--- src/rtl/id_ex_stage.sv ---
// Decode-to-execute pipeline register with load-use bubble insertion,
// downstream stall hold, branch flush and writeback refresh of held operands.
module id_ex_stage (
    input  logic        clk,
    input  logic        rst,
    input  logic        id_valid,
    input  logic [2:0]  id_read1regsel,
    input  logic [2:0]  id_read2regsel,
    input  logic        id_uses1,
    input  logic        id_uses2,
    input  logic [15:0] id_read1data,
    input  logic [15:0] id_read2data,
    input  logic [2:0]  id_writeregsel,
    input  logic        id_regwrite,
    input  logic        id_memread,
    input  logic        id_memwrite,
    input  logic [3:0]  id_op,
    input  logic [15:0] id_imm,
    input  logic        wb_write,
    input  logic [2:0]  wb_writeregsel,
    input  logic [15:0] wb_writedata,
    input  logic        ex_stall,
    input  logic        flush,
    input  logic        cnt_clr,
    output logic        ex_valid,
    output logic        ex_uses1,
    output logic        ex_uses2,
    output logic        ex_regwrite,
    output logic        ex_memread,
    output logic        ex_memwrite,
    output logic [2:0]  ex_read1regsel,
    output logic [2:0]  ex_read2regsel,
    output logic [2:0]  ex_writeregsel,
    output logic [15:0] ex_read1data,
    output logic [15:0] ex_read2data,
    output logic [15:0] ex_imm,
    output logic [3:0]  ex_op,
    output logic        stall_id,
    output logic [15:0] bubble_count
);

    logic        valid_q, valid_d;
    logic        uses1_q, uses1_d, uses2_q, uses2_d;
    logic        regwrite_q, regwrite_d, memread_q, memread_d, memwrite_q, memwrite_d;
    logic [2:0]  rsel1_q, rsel1_d, rsel2_q, rsel2_d, wsel_q, wsel_d;
    logic [15:0] rdata1_q, rdata1_d, rdata2_q, rdata2_d, imm_q, imm_d;
    logic [3:0]  op_q, op_d;
    logic [15:0] bubble_count_q, bubble_count_d;
    logic        hazard;

    always_comb begin
        hazard = id_valid & valid_q & memread_q & regwrite_q &
                 ((id_uses1 & (id_read1regsel == wsel_q)) |
                  (id_uses2 & (id_read2regsel == wsel_q)));
        stall_id = ex_stall | (hazard & ~flush);
    end

    always_comb begin
        valid_d    = valid_q;
        uses1_d    = uses1_q;
        uses2_d    = uses2_q;
        regwrite_d = regwrite_q;
        memread_d  = memread_q;
        memwrite_d = memwrite_q;
        rsel1_d    = rsel1_q;
        rsel2_d    = rsel2_q;
        wsel_d     = wsel_q;
        rdata1_d   = rdata1_q;
        rdata2_d   = rdata2_q;
        imm_d      = imm_q;
        op_d       = op_q;
        if (ex_stall) begin
            // Held operands track writeback so execute never sees a stale value.
            if (wb_write && valid_q && uses1_q && (wb_writeregsel == rsel1_q))
                rdata1_d = wb_writedata;
            if (wb_write && valid_q && uses2_q && (wb_writeregsel == rsel2_q))
                rdata2_d = wb_writedata;
        end else if (flush || hazard) begin
            valid_d    = 1'b0;
            regwrite_d = 1'b0;
            memread_d  = 1'b0;
            memwrite_d = 1'b0;
        end else begin
            valid_d    = id_valid;
            uses1_d    = id_uses1;
            uses2_d    = id_uses2;
            regwrite_d = id_regwrite & id_valid;
            memread_d  = id_memread & id_valid;
            memwrite_d = id_memwrite & id_valid;
            rsel1_d    = id_read1regsel;
            rsel2_d    = id_read2regsel;
            wsel_d     = id_writeregsel;
            rdata1_d   = id_read1data;
            rdata2_d   = id_read2data;
            imm_d      = id_imm;
            op_d       = id_op;
        end

        bubble_count_d = bubble_count_q;
        if (cnt_clr)
            bubble_count_d = 16'h0000;
        else if (!ex_stall && !flush && hazard && (bubble_count_q != 16'hFFFF))
            bubble_count_d = bubble_count_q + 16'h0001;
    end

    always_ff @(posedge clk or negedge rst) begin
        if (!rst) begin
            valid_q        <= 1'b0;
            uses1_q        <= 1'b0;
            uses2_q        <= 1'b0;
            regwrite_q     <= 1'b0;
            memread_q      <= 1'b0;
            memwrite_q     <= 1'b0;
            rsel1_q        <= 3'd0;
            rsel2_q        <= 3'd0;
            wsel_q         <= 3'd0;
            rdata1_q       <= 16'h0000;
            rdata2_q       <= 16'h0000;
            imm_q          <= 16'h0000;
            op_q           <= 4'h0;
            bubble_count_q <= 16'h0000;
        end else begin
            valid_q        <= valid_d;
            uses1_q        <= uses1_d;
            uses2_q        <= uses2_d;
            regwrite_q     <= regwrite_d;
            memread_q      <= memread_d;
            memwrite_q     <= memwrite_d;
            rsel1_q        <= rsel1_d;
            rsel2_q        <= rsel2_d;
            wsel_q         <= wsel_d;
            rdata1_q       <= rdata1_d;
            rdata2_q       <= rdata2_d;
            imm_q          <= imm_d;
            op_q           <= op_d;
            bubble_count_q <= bubble_count_d;
        end
    end

    assign ex_valid       = valid_q;
    assign ex_uses1       = uses1_q;
    assign ex_uses2       = uses2_q;
    assign ex_regwrite    = regwrite_q;
    assign ex_memread     = memread_q;
    assign ex_memwrite    = memwrite_q;
    assign ex_read1regsel = rsel1_q;
    assign ex_read2regsel = rsel2_q;
    assign ex_writeregsel = wsel_q;
    assign ex_read1data   = rdata1_q;
    assign ex_read2data   = rdata2_q;
    assign ex_imm         = imm_q;
    assign ex_op          = op_q;
    assign bubble_count   = bubble_count_q;

endmodule

--- config.mk ---
export PLATFORM = sky130hd
export DESIGN_NAME = id_ex_stage
export DESIGN_NICKNAME = d
export VERILOG_FILES = /design/src/rtl/id_ex_stage.sv
export SDC_FILE = /design/constraint.sdc
export NUM_CORES = 1
export LEC_CHECK = 0
export BUFFER_PORTS_ARGS = -buffer_cell sky130_fd_sc_hd__buf_2
export CAP_MARGIN = 20
export CORE_UTILIZATION = 45
export DETAILED_ROUTE_END_ITERATION = 6
export GPL_TIMING_DRIVEN = 0
export HOLD_SLACK_MARGIN = 0.08
export PLACE_DENSITY = 0.74
export SYNTH_ARGS = -nofsm -noshare
export SYNTH_HDL_FRONTEND = slang
export SYNTH_SLANG_ARGS = --single-unit
--- constraint.sdc ---
create_clock -name clk -period 2.5 [get_ports clk]
set_input_delay 0.25 -clock clk [delete_from_list [all_inputs] [get_ports clk]]
set_output_delay 0.25 -clock clk [all_outputs]
set_load 0.01 [all_outputs]
==> results of run 1 <==
-- stage by stage --
step | hold slack [ns] | instances | util | setup slack (ns)
after global routing | 0.1266 | 654 | 0.6225 | 0.01112
final | 0.1365 | 654 | 0.6225 | 0.1859
after detailed placement | 0.2438 | 638 | 0.5952 | 0.08846
after CTS | 0.1169 | 654 | 0.6220 | 0.07415
after global placement | 0.4747 | 637 | 0.5916 | 0.1382
after floorplan | -0.04559 | 358 | - | 0.5424
-- sequential cells by signal (all words and copies together), names as in the netlist --
signal / count
ex_read1data: 16
ex_read2data: 16
ex_memwrite: 1
bubble_count: 16
ex_op: 4
ex_writeregsel: 3
ex_read1regsel: 3
ex_uses2: 1
ex_valid: 1
ex_imm: 16
ex_regwrite: 1
ex_read2regsel: 3
ex_uses1: 1
ex_memread: 1
-- final cells by class --
cell class,instances,area (sq um),share of cell area
buffer,18,92.59,0.01775
clock inverter,5,77.57,0.01487
sequential,83,2077,0.3981
tap,105,131.4,0.02518
multi-input combinational,222,1659,0.3180
timing repair buffer,176,910.9,0.1746
clock buffer,10,137.6,0.02638
inverter,35,131.4,0.02518
-- report_power, final --
part / leakage (uW) / internal, uW / switching [uW]
registers: 0.00103 / 1510 / 94.8
logic: 0.00148 / 353 / 331
clock network: 0.000108 / 581 / 471
-- metal layers --
layer | share of wire | wire [microns] | global-route usage
met1 | 0.43 | 4222 | 0.2892
met2 | 0.49 | 4819 | 0.3756
met3 | 0.053 | 530 | 0.04344
met4 | 0.035 | 352 | 0.1157
met5 | 0 | 0 | 0
-- what timing repair did --
action,CTS,global route
hold buffers,1,0
setup endpoints to repair,0,42
buffers inserted,0,0
endpoints found under the hold margin,35,0
resized for setup,0,1
-- worst paths after layout --
kind	end	cells after the start	slack [ns]
max in group asynchronous	ex_read2data[13]	3	1.50
setup reg to reg	ex_read1data[14]	6	0.19
hold reg to reg	ex_read2data[2]	1	0.50
min in group asynchronous	ex_read1data[3]	2	0.40
setup / recovery	ex_read1data[14]	6	0.19
hold / removal	ex_imm[9]	2	0.14
-- worst reg2reg max path, delay by kind of cell, from the launching register on --
| family | cells | cell delay (ns) |
|---|---|---|
| flip-flops | 1 | 0.44 |
| AO/OA/AOI/OAI | 2 | 0.73 |
| multiplexers | 1 | 0.37 |
| AND/OR/NAND/NOR | 1 | 0.14 |
| buffers and inverters | 1 | 0.38 |
| XOR/XNOR | 1 | 0.15 |
-- cell usage after synthesis, drive strengths merged --
| library cell | number | share of area |
|---|---|---|
| nand4 | 4 | 0.0063 |
| nand2 | 22 | 0.021 |
| nor3b | 3 | 0.0057 |
| dfrtp | 83 | 0.52 |
| nand3 | 12 | 0.015 |
| clkbuf | 9 | 0.0089 |
| o31ai | 7 | 0.013 |
| or4 | 8 | 0.015 |
| a21o | 1 | 0.0019 |
| inv | 35 | 0.033 |
| a211o | 1 | 0.0022 |
| xor2 | 4 | 0.0089 |
| ha | 1 | 0.0032 |
| a21oi | 11 | 0.014 |
| or2 | 2 | 0.0032 |
| nor3 | 5 | 0.0063 |
| a22o | 1 | 0.0022 |
| o21ai | 36 | 0.046 |
| o21a | 1 | 0.0019 |
| and3 | 2 | 0.0032 |
| nor4 | 2 | 0.0032 |
| or3b | 1 | 0.0022 |
| nor2 | 11 | 0.010 |
| buf | 9 | 0.015 |
| mux2 | 69 | 0.20 |
| xnor2 | 8 | 0.018 |
| nor2b | 5 | 0.0079 |
| o21ba | 1 | 0.0025 |
| or3 | 1 | 0.0016 |
| a32o | 3 | 0.0076 |
-- cell usage in the layout, fill, tap and decap left out, drive strengths merged, types with 5 or more instances in the layout --
cell    netlist  routed
inv          35      35
o21ai        36      36
dfrtp        83      83
mux2         69      69
or4           8       8
nand3        12      12
xnor2         8       8
nor2b         5       5
nor2         11      11
a21oi        11      11
buf           9     184
nor3          5       5
nand2        22      22
clkbuf        9      19
o31ai         7       7
-- cells by family (layout without fill, tap and decap cells) --
kind of cell	after synthesis	in the layout	synth area share
flops	83	83	0.5250
mux	69	69	0.1964
compound gates	62	62	0.09108
buf+inv	53	244	0.05661
fa+ha+maj	1	1	0.003162
xor+xnor	12	12	0.02657
simple gates	78	78	0.1012
==> results_dict.tcl, run 1 <==
set metrics [dict create \
    postPlaceCellArea_sq_mm 0.004989 \
    max-vdd-ir-drop_v 0.0003728 \
    maxCapViolations 0 \
    power.total_uw 3343 \
    r2r_start "ex_writeregsel[0]" \
    rows 33 \
    finalCritPeriodShare 0.9257 \
    critPathKind "flip-flop to flip-flop" \
    worstHoldStart "id_imm[9]" \
    yosys_warnings 0 \
    fp.dieW_microns 95.77 \
    synth-seq-area-share 0.5250 \
    max_freq_mhz 432.1 \
    routedWlPerCell_microns 15.18 \
    synth_nets 451 \
    fin_area_sq_mm 0.005218 \
    synth.avg_cell_area_sq_um 11.05 \
    critPathBufInv 1 \
    clkSinkCount 83 \
    critical-path-top-delay-family "compound AO/OA/AOI/OAI gates" \
    slew_headroom 0.5148 \
    endpoint_kind "flip-flop" \
    slowest_stage "o21ai_1" \
    avgViaCountPerCell 5.261 \
    portBuffers 174 \
    fin_worst_skew_ns 0.009512 \
    crit_chain "xnor2_1 -> nand4_1 -> a21oi_2 -> o21ai_1 -> buf_2 -> mux2_2" \
    diodes 0 \
    syn_area_sq_mm 0.003956 \
    worstHoldPathType "primary input to flip-flop" \
    rsz0062_at_grt "false" \
    fp.dieArea_sq_mm 0.009171 \
    drt-total-wl_mm 9.925 \
    num_vias 3441 \
    cts_tree "yes" \
    grt-ovfl-total 0 \
    ant_nets 0 \
    grt_pass1_vias 3461 \
    startpoint "ex_writeregsel[0]" \
    grt_pass1_wl_mm 15.97 \
    slew_viol_final 0 \
    grt_usage 0.2288 \
    grt_max_degree 49 \
    syn_inst 358 \
    fin_crit_ns 2.314 \
    power_density_mw_per_mm2 640.6 \
    cp.required_ns 2.73 \
    firstDrtPassIters 4 \
    ios 176 \
    nets 638 \
    p_leak_uw 0.002612 \
    initial_core_util 0.4720 \
    critPathMaxStageDelay_ns 0.60 \
    clk_latency_ns 0.34 \
    status "finished clean" \
    core_sq_mm 0.008382 \
    drive_gt1_frac 0.4954 \
    die_h_microns 95.77 \
    drc 0 \
    worst_pin_slew_ns 0.7229 \
    hpwlAfterDp_mm 7.655 \
    critPathLaunchType "flip-flop" \
    ys_ff_latch 83 \
    antenna_found_initial 0 \
    clk_path_buf_depth 2 \
    hold_viol 0 \
    path_clk_slew_ns 0.08 \
    clockRootBuffer "clkbuf_8" \
    gp_congestion 0.8931 \
    setup-tns-final_ns 0 \
    fill_cells 732 \
    worstPathMaxFanout 10 \
    cts_buffers 9 \
    cts.htree.levels 3 \
    drt_first_iter_violations 110 \
    critPathArrivalTime_ns 2.54 \
    finalSetupViolations 0 \
    post_synth_num_cell_types 34 \
    syn2layout_area_growth_pct 31.88 \
]
No activity file was read; power rests on OpenSTA's default activity.
==> inputs of run 2 (changes only) <==
--- a/config.mk
+++ b/config.mk
@@ -9,7 +9,6 @@
 export CAP_MARGIN = 20
 export CORE_UTILIZATION = 45
 export DETAILED_ROUTE_END_ITERATION = 6
-export GPL_TIMING_DRIVEN = 0
 export HOLD_SLACK_MARGIN = 0.08
 export PLACE_DENSITY = 0.74
 export SYNTH_ARGS = -nofsm -noshare
==> constraint.sdc (replaced) <==
create_clock -name clk -period 2.5 [get_ports clk]
set_input_delay 0.375 -clock clk [delete_from_list [all_inputs] [get_ports clk]]
set_output_delay 0.375 -clock clk [all_outputs]
set_load 0.01 [all_outputs]
==> run 2 against run 1 <==
Effect of this change:
- non-clock buffer count decreased by 11
- combinational power decreased by 0.7%
- clock skew about the same
- critical path type unchanged
- sequential cell count unchanged
- largest cell class unchanged
- largest power group unchanged
- register-to-register slack improved by 0.04 ns
- count of clock-buffer cells in the layout increased by 2
- hold slack improved by 0.12 ns
- design area decreased by 0.74%
- via count decreased by 4.0%
==> results_dict.tcl, run 2 (synthesis results as in run 1) <==
set metrics [dict create \
    ios 176 \
    critPathMaxStageDelay_ns 0.59 \
    grt_pass1_wl_mm 15.39 \
    portBuffers 175 \
    setup-tns-final_ns 0 \
    power_density_mw_per_mm2 643.4 \
    hold_viol 0 \
    clkSinkCount 83 \
    diodes 0 \
    critPathLaunchType "flip-flop" \
    core_sq_mm 0.008382 \
    critPathKind "flip-flop to flip-flop" \
    maxCapViolations 0 \
    fin_worst_skew_ns 0.009838 \
    syn2layout_area_growth_pct 30.90 \
    cp.required_ns 2.74 \
    cp-endpoint "bubble_count[5]" \
    final_common_cell "buf_2" \
    grt-ovfl-total 0 \
    status "finished clean" \
    slew_headroom 0.5536 \
    post_cts_buffers 0 \
    critPathArrivalTime_ns 2.51 \
    critPathBufInv 0 \
    gp_congestion 0.8430 \
    final_util 0.6179 \
    crit_chain "xnor2_1 -> nand4_1 -> a211o_1 -> nor4_1 -> mux2_2" \
    drc 0 \
    clockRootBuffer "clkbuf_8" \
    routedWlPerCell_microns 15.01 \
    num_vias 3302 \
    grt_max_degree 55 \
    max-vdd-ir-drop_v 0.0003786 \
    grt_pass1_vias 3243 \
    drt-total-wl_mm 9.665 \
    drive_gt1_frac 0.4954 \
    timing.rr.end "bubble_count[5]" \
    cts_resized 0 \
    max_freq_mhz 440.4 \
    grt_usage 0.2208 \
    r2r_start "ex_writeregsel[1]" \
    rsz0062_at_grt "false" \
    cts_tree "yes" \
    slowest_stage "a211o_1" \
    worstHoldPathType "primary input to flip-flop" \
    post-place-ws_ns 0.1762 \
    die_h_microns 95.77 \
    nets 627 \
    ant_nets 0 \
    fill_cells 750 \
    worst_pin_slew_ns 0.6696 \
    startpoint "ex_writeregsel[1]" \
    worst_slack_ns 0.2293 \
    fp.dieW_microns 95.77 \
    postPlaceCellArea_sq_mm 0.004959 \
    avgViaCountPerCell 5.127 \
    fp.dieArea_sq_mm 0.009171 \
    fin_area_sq_mm 0.005179 \
    slew_viol_final 0 \
    fin_crit_ns 2.271 \
    antenna_found_initial 0 \
    r2r_slack_ns 0.23 \
    initial_core_util 0.4720 \
    final_cell_mix "buf_2 (174), dfrtp_1 (83), mux2_2 (69), inv_1 (35), o21ai_0 (34)" \
    hpwlAfterDp_mm 7.138 \
    finalCritPeriodShare 0.9083 \
    reg2regPathDepth 5 \
    clk_latency_ns 0.35 \
    firstDrtPassIters 4 \
    endpoint_kind "flip-flop" \
    critical_path_depth 5 \
    finalSetupViolations 0 \
    cts_buffers 9 \
    worstPathMaxFanout 24 \
    clk_path_buf_depth 2 \
    critical-path-top-delay-family "simple AND/OR/NAND/NOR gates" \
    rows 33 \
    drt_first_iter_violations 119 \
    cts.htree.levels 3 \
    p_leak_uw 0.002577 \
    path_clk_slew_ns 0.09 \
]
## run 2: power breakdown
part / leakage [uW] / total, uW / internal, uW / switching, uW
clock network: 0.0000968 / 1050 / 565 / 480
registers: 0.00103 / 1610 / 1510 / 96.4
logic: 0.00145 / 679 / 352 / 327
## run 2: stage by stage
stage / cells / hold slack, ns / total power [uW]
4_1_cts: 644 / 0.2431 / 3368
2_1_floorplan: 358 / 0.07941 / 1975
5_1_grt: 644 / 0.2362 / 3494
3_5_place_dp: 627 / 0.4068 / 2322
3_3_place_gp: 627 / 0.4008 / 2301
6_report: 644 / 0.2575 / 3332
## run 2: what timing repair did
item / CTS / global route
setup endpoints to repair: 0 / 0
hold buffers: 1 / 0
endpoints found under the hold margin: 42 / 0
## run 2: how the worst min path moves through the flow
stage	startpoint	end	slack, ns	cells after the start
6_report	id_imm[4]	ex_imm[4]	0.26	2
5_1_grt	id_imm[1]	ex_imm[1]	0.24	2
4_1_cts	id_imm[1]	ex_imm[1]	0.24	2
3_5_place_dp	rst	ex_read1data[3]	0.41	1
3_3_place_gp	rst	ex_read1data[3]	0.40	1
2_1_floorplan	rst	bubble_count[0]	0.08	0
## run 2: per-layer routing
| metal | wire length [microns] | global-route usage |
|---|---|---|
| met1 | 4046 | 0.2730 |
| met2 | 4902 | 0.3750 |
| met3 | 509 | 0.04818 |
| met4 | 207 | 0.08955 |
| met5 | 0 | 0 |
## run 2: final cells by class
cell class / instances / area (sq um) / share of cell area
clock buffers: 12 / 135.1 / 0.02609
clock inverters: 4 / 75.07 / 0.01450
inverters: 35 / 131.4 / 0.02537
multi-input cells: 222 / 1663 / 0.3211
flip-flops and latches: 83 / 2077 / 0.4011
well taps: 105 / 131.4 / 0.02537
repair buffers: 183 / 965.9 / 0.1865
==> inputs of run 3 (changes only) <==
==> config.mk (replaced) <==
export PLATFORM = sky130hd
export DESIGN_NAME = id_ex_stage
export DESIGN_NICKNAME = d
export VERILOG_FILES = /design/src/rtl/id_ex_stage.sv
export SDC_FILE = /design/constraint.sdc
export NUM_CORES = 1
export LEC_CHECK = 0
export CAP_MARGIN = 20
export CORE_UTILIZATION = 45
export CTS_BUF_LIST = sky130_fd_sc_hd__clkbuf_4 sky130_fd_sc_hd__clkbuf_8
export DETAILED_ROUTE_END_ITERATION = 6
export DONT_BUFFER_PORTS = 1
export HOLD_SLACK_MARGIN = 0.08
export PLACE_DENSITY = 0.57
export RECOVER_POWER = 25
export SYNTH_ARGS = -nofsm -noshare
export SYNTH_HDL_FRONTEND = slang
export SYNTH_SLANG_ARGS = --single-unit
==> run 3 against run 2 <==
Effect of this change:
- total power is 9.6% lower
- sequential power rose by 7%
- utilization decreased by 10 points
- clock skew up 0.0029 ns
- critical endpoint is now ex_read2regsel[0]
- largest cell class unchanged
- largest power group unchanged
==> results_dict.tcl, run 3 (synthesis results as in run 1) <==
set metrics [dict create \
    status "finished clean" \
    setup-tns-final_ns 0 \
    maxCapViolations 0 \
    path_clk_slew_ns 0.08 \
    min_to "ex_valid" \
    final_common_cell "dfrtp_1" \
    fin_crit_ns 2.275 \
    syn2layout_area_growth_pct 8.950 \
    diodes 0 \
    slew_viol_final 0 \
    die_h_microns 95.77 \
    critical-path-top-delay-family "simple AND/OR/NAND/NOR gates" \
    slew_headroom 0.2486 \
    grt_pass1_wl_mm 12.88 \
    fp.dieArea_sq_mm 0.009171 \
    clockRootBuffer "clkbuf_8" \
    timing.rr.end "ex_read2regsel[0]" \
    max-vdd-ir-drop_v 0.0003957 \
    final_cell_mix "dfrtp_1 (83), mux2_2 (69), inv_1 (35), o21ai_0 (34), nand2_1 (22)" \
    final_cell_count_no_fill 472 \
    cts_resized 0 \
    grt_max_degree 84 \
    critPathArrivalTime_ns 2.50 \
    ant_nets 0 \
    crit_chain "xnor2_1 -> nand4_1 -> a21oi_1 -> nor2_4 -> mux2_2" \
    worst_pin_slew_ns 1.127 \
    dp.cells 452 \
    hpwlAfterDp_mm 5.869 \
    finalCritPeriodShare 0.9100 \
    routedWlPerCell_microns 17.79 \
    endpoint_kind "flip-flop" \
    post_cts_buffers 0 \
    fill_cells 750 \
    critPathBufInv 0 \
    clk_path_buf_depth 2 \
    drt_first_iter_violations 86 \
    rsz0062_at_grt "false" \
    power.total_uw 3012 \
    drt-total-wl_mm 8.397 \
    core_sq_mm 0.008382 \
    critPathLaunchType "flip-flop" \
    r2r_slack_ns 0.22 \
    seqCellArea_sq_mm 0.002077 \
    multi_input_area_sq_mm 0.001667 \
    rows 33 \
    nets 455 \
    cp.required_ns 2.73 \
    clk_latency_ns 0.34 \
    grt-ovfl-total 0 \
    firstDrtPassIters 3 \
    hold_viol 0 \
    portBuffers 0 \
    max_freq_mhz 439.5 \
    worstPathMaxFanout 35 \
    drive_gt1_frac 0.2643 \
    gp_congestion 0.7910 \
    clkSinkCount 83 \
    grt_usage 0.1859 \
    drc 0 \
    cts_tree "yes" \
    ios 176 \
    holdPathStages 1 \
    r2r_start "ex_writeregsel[1]" \
    holdBufCountCts 3 \
    initial_core_util 0.4720 \
    antenna_found_initial 0 \
    p_leak_uw 0.001856 \
    finalSetupViolations 0 \
    num_vias 2631 \
    slowest_stage "nor2_4" \
    critPathKind "flip-flop to flip-flop" \
    cts.htree.levels 3 \
    power_density_mw_per_mm2 698.7 \
    critPathMaxStageDelay_ns 0.80 \
    worstHoldPathType "primary input to flip-flop" \
    grt_pass1_vias 2590 \
    fp.dieW_microns 95.77 \
    cts_buffers 9 \
    fin_worst_skew_ns 0.01271 \
    worstHoldStart "id_valid" \
    reg2regPathDepth 5 \
    avgViaCountPerCell 5.574 \
]
==> run 3: cell types whose count changed in the layout (fill, tap and decap cells not counted), moves of 2 or more <==
cell / previous run / this run
buf_2: 174 / 0
clkbuf_1: 3 / 0
clkbuf_4: 0 / 3
dlygate4sd3_1: 1 / 3
==> run 3: area by class of cell <==
| class | count | share of cell area |
|---|---|---|
| clock inverters | 5 | 0.01451 |
| well taps | 105 | 0.03048 |
| flip-flops and latches | 83 | 0.4819 |
| multi-input cells | 222 | 0.3866 |
| inverters | 35 | 0.03048 |
| clock buffers | 11 | 0.03222 |
| repair buffers | 11 | 0.02380 |
==> run 3: worst max path at each step <==
stage	depth (start not counted)	from	end	slack, ns
after floorplan	7	ex_stall	bubble_count[5]	0.50
final	5	ex_writeregsel[1]	ex_read2regsel[0]	0.22
after detailed placement	5	ex_writeregsel[1]	ex_imm[12]	0.21
after global placement	5	ex_writeregsel[2]	ex_imm[10]	0.26
after global routing	5	ex_writeregsel[0]	ex_read2regsel[0]	0.06
after CTS	4	ex_writeregsel[0]	stall_id	0.18
==> run 3: through the flow <==
| step | hold slack [ns] | setup WS [ns] | instance area (sq um) | utilization |
|---|---|---|---|---|
| 4_1_cts | 0.08046 | 0.1842 | 4320 | 0.5155 |
| 5_1_grt | 0.1477 | 0.05641 | 4310 | 0.5143 |
| 2_1_floorplan | 0.07941 | 0.5030 | 3956 | - |
| 3_3_place_gp | 0.08086 | 0.2572 | 4071 | 0.4857 |
| 3_5_place_dp | 0.08090 | 0.2078 | 4071 | 0.4857 |
| 6_report | 0.1695 | 0.2249 | 4310 | 0.5143 |
==> run 3: metal layers <==
layer	share of wire	vias up	routed length [microns]	track usage
met1	0.42	1277	3524	0.2234
met4	0.0076	0	64	0.05970
met2	0.48	103	4042	0.3071
met5	0	-	0	0
li1	-	1246	-	-
met3	0.091	5	765	0.07188
==> run 3: power breakdown <==
part	internal, uW	switching, uW	total, uW
Combinational	184	126	311
Sequential	1510	217	1730
Clock	490	482	972
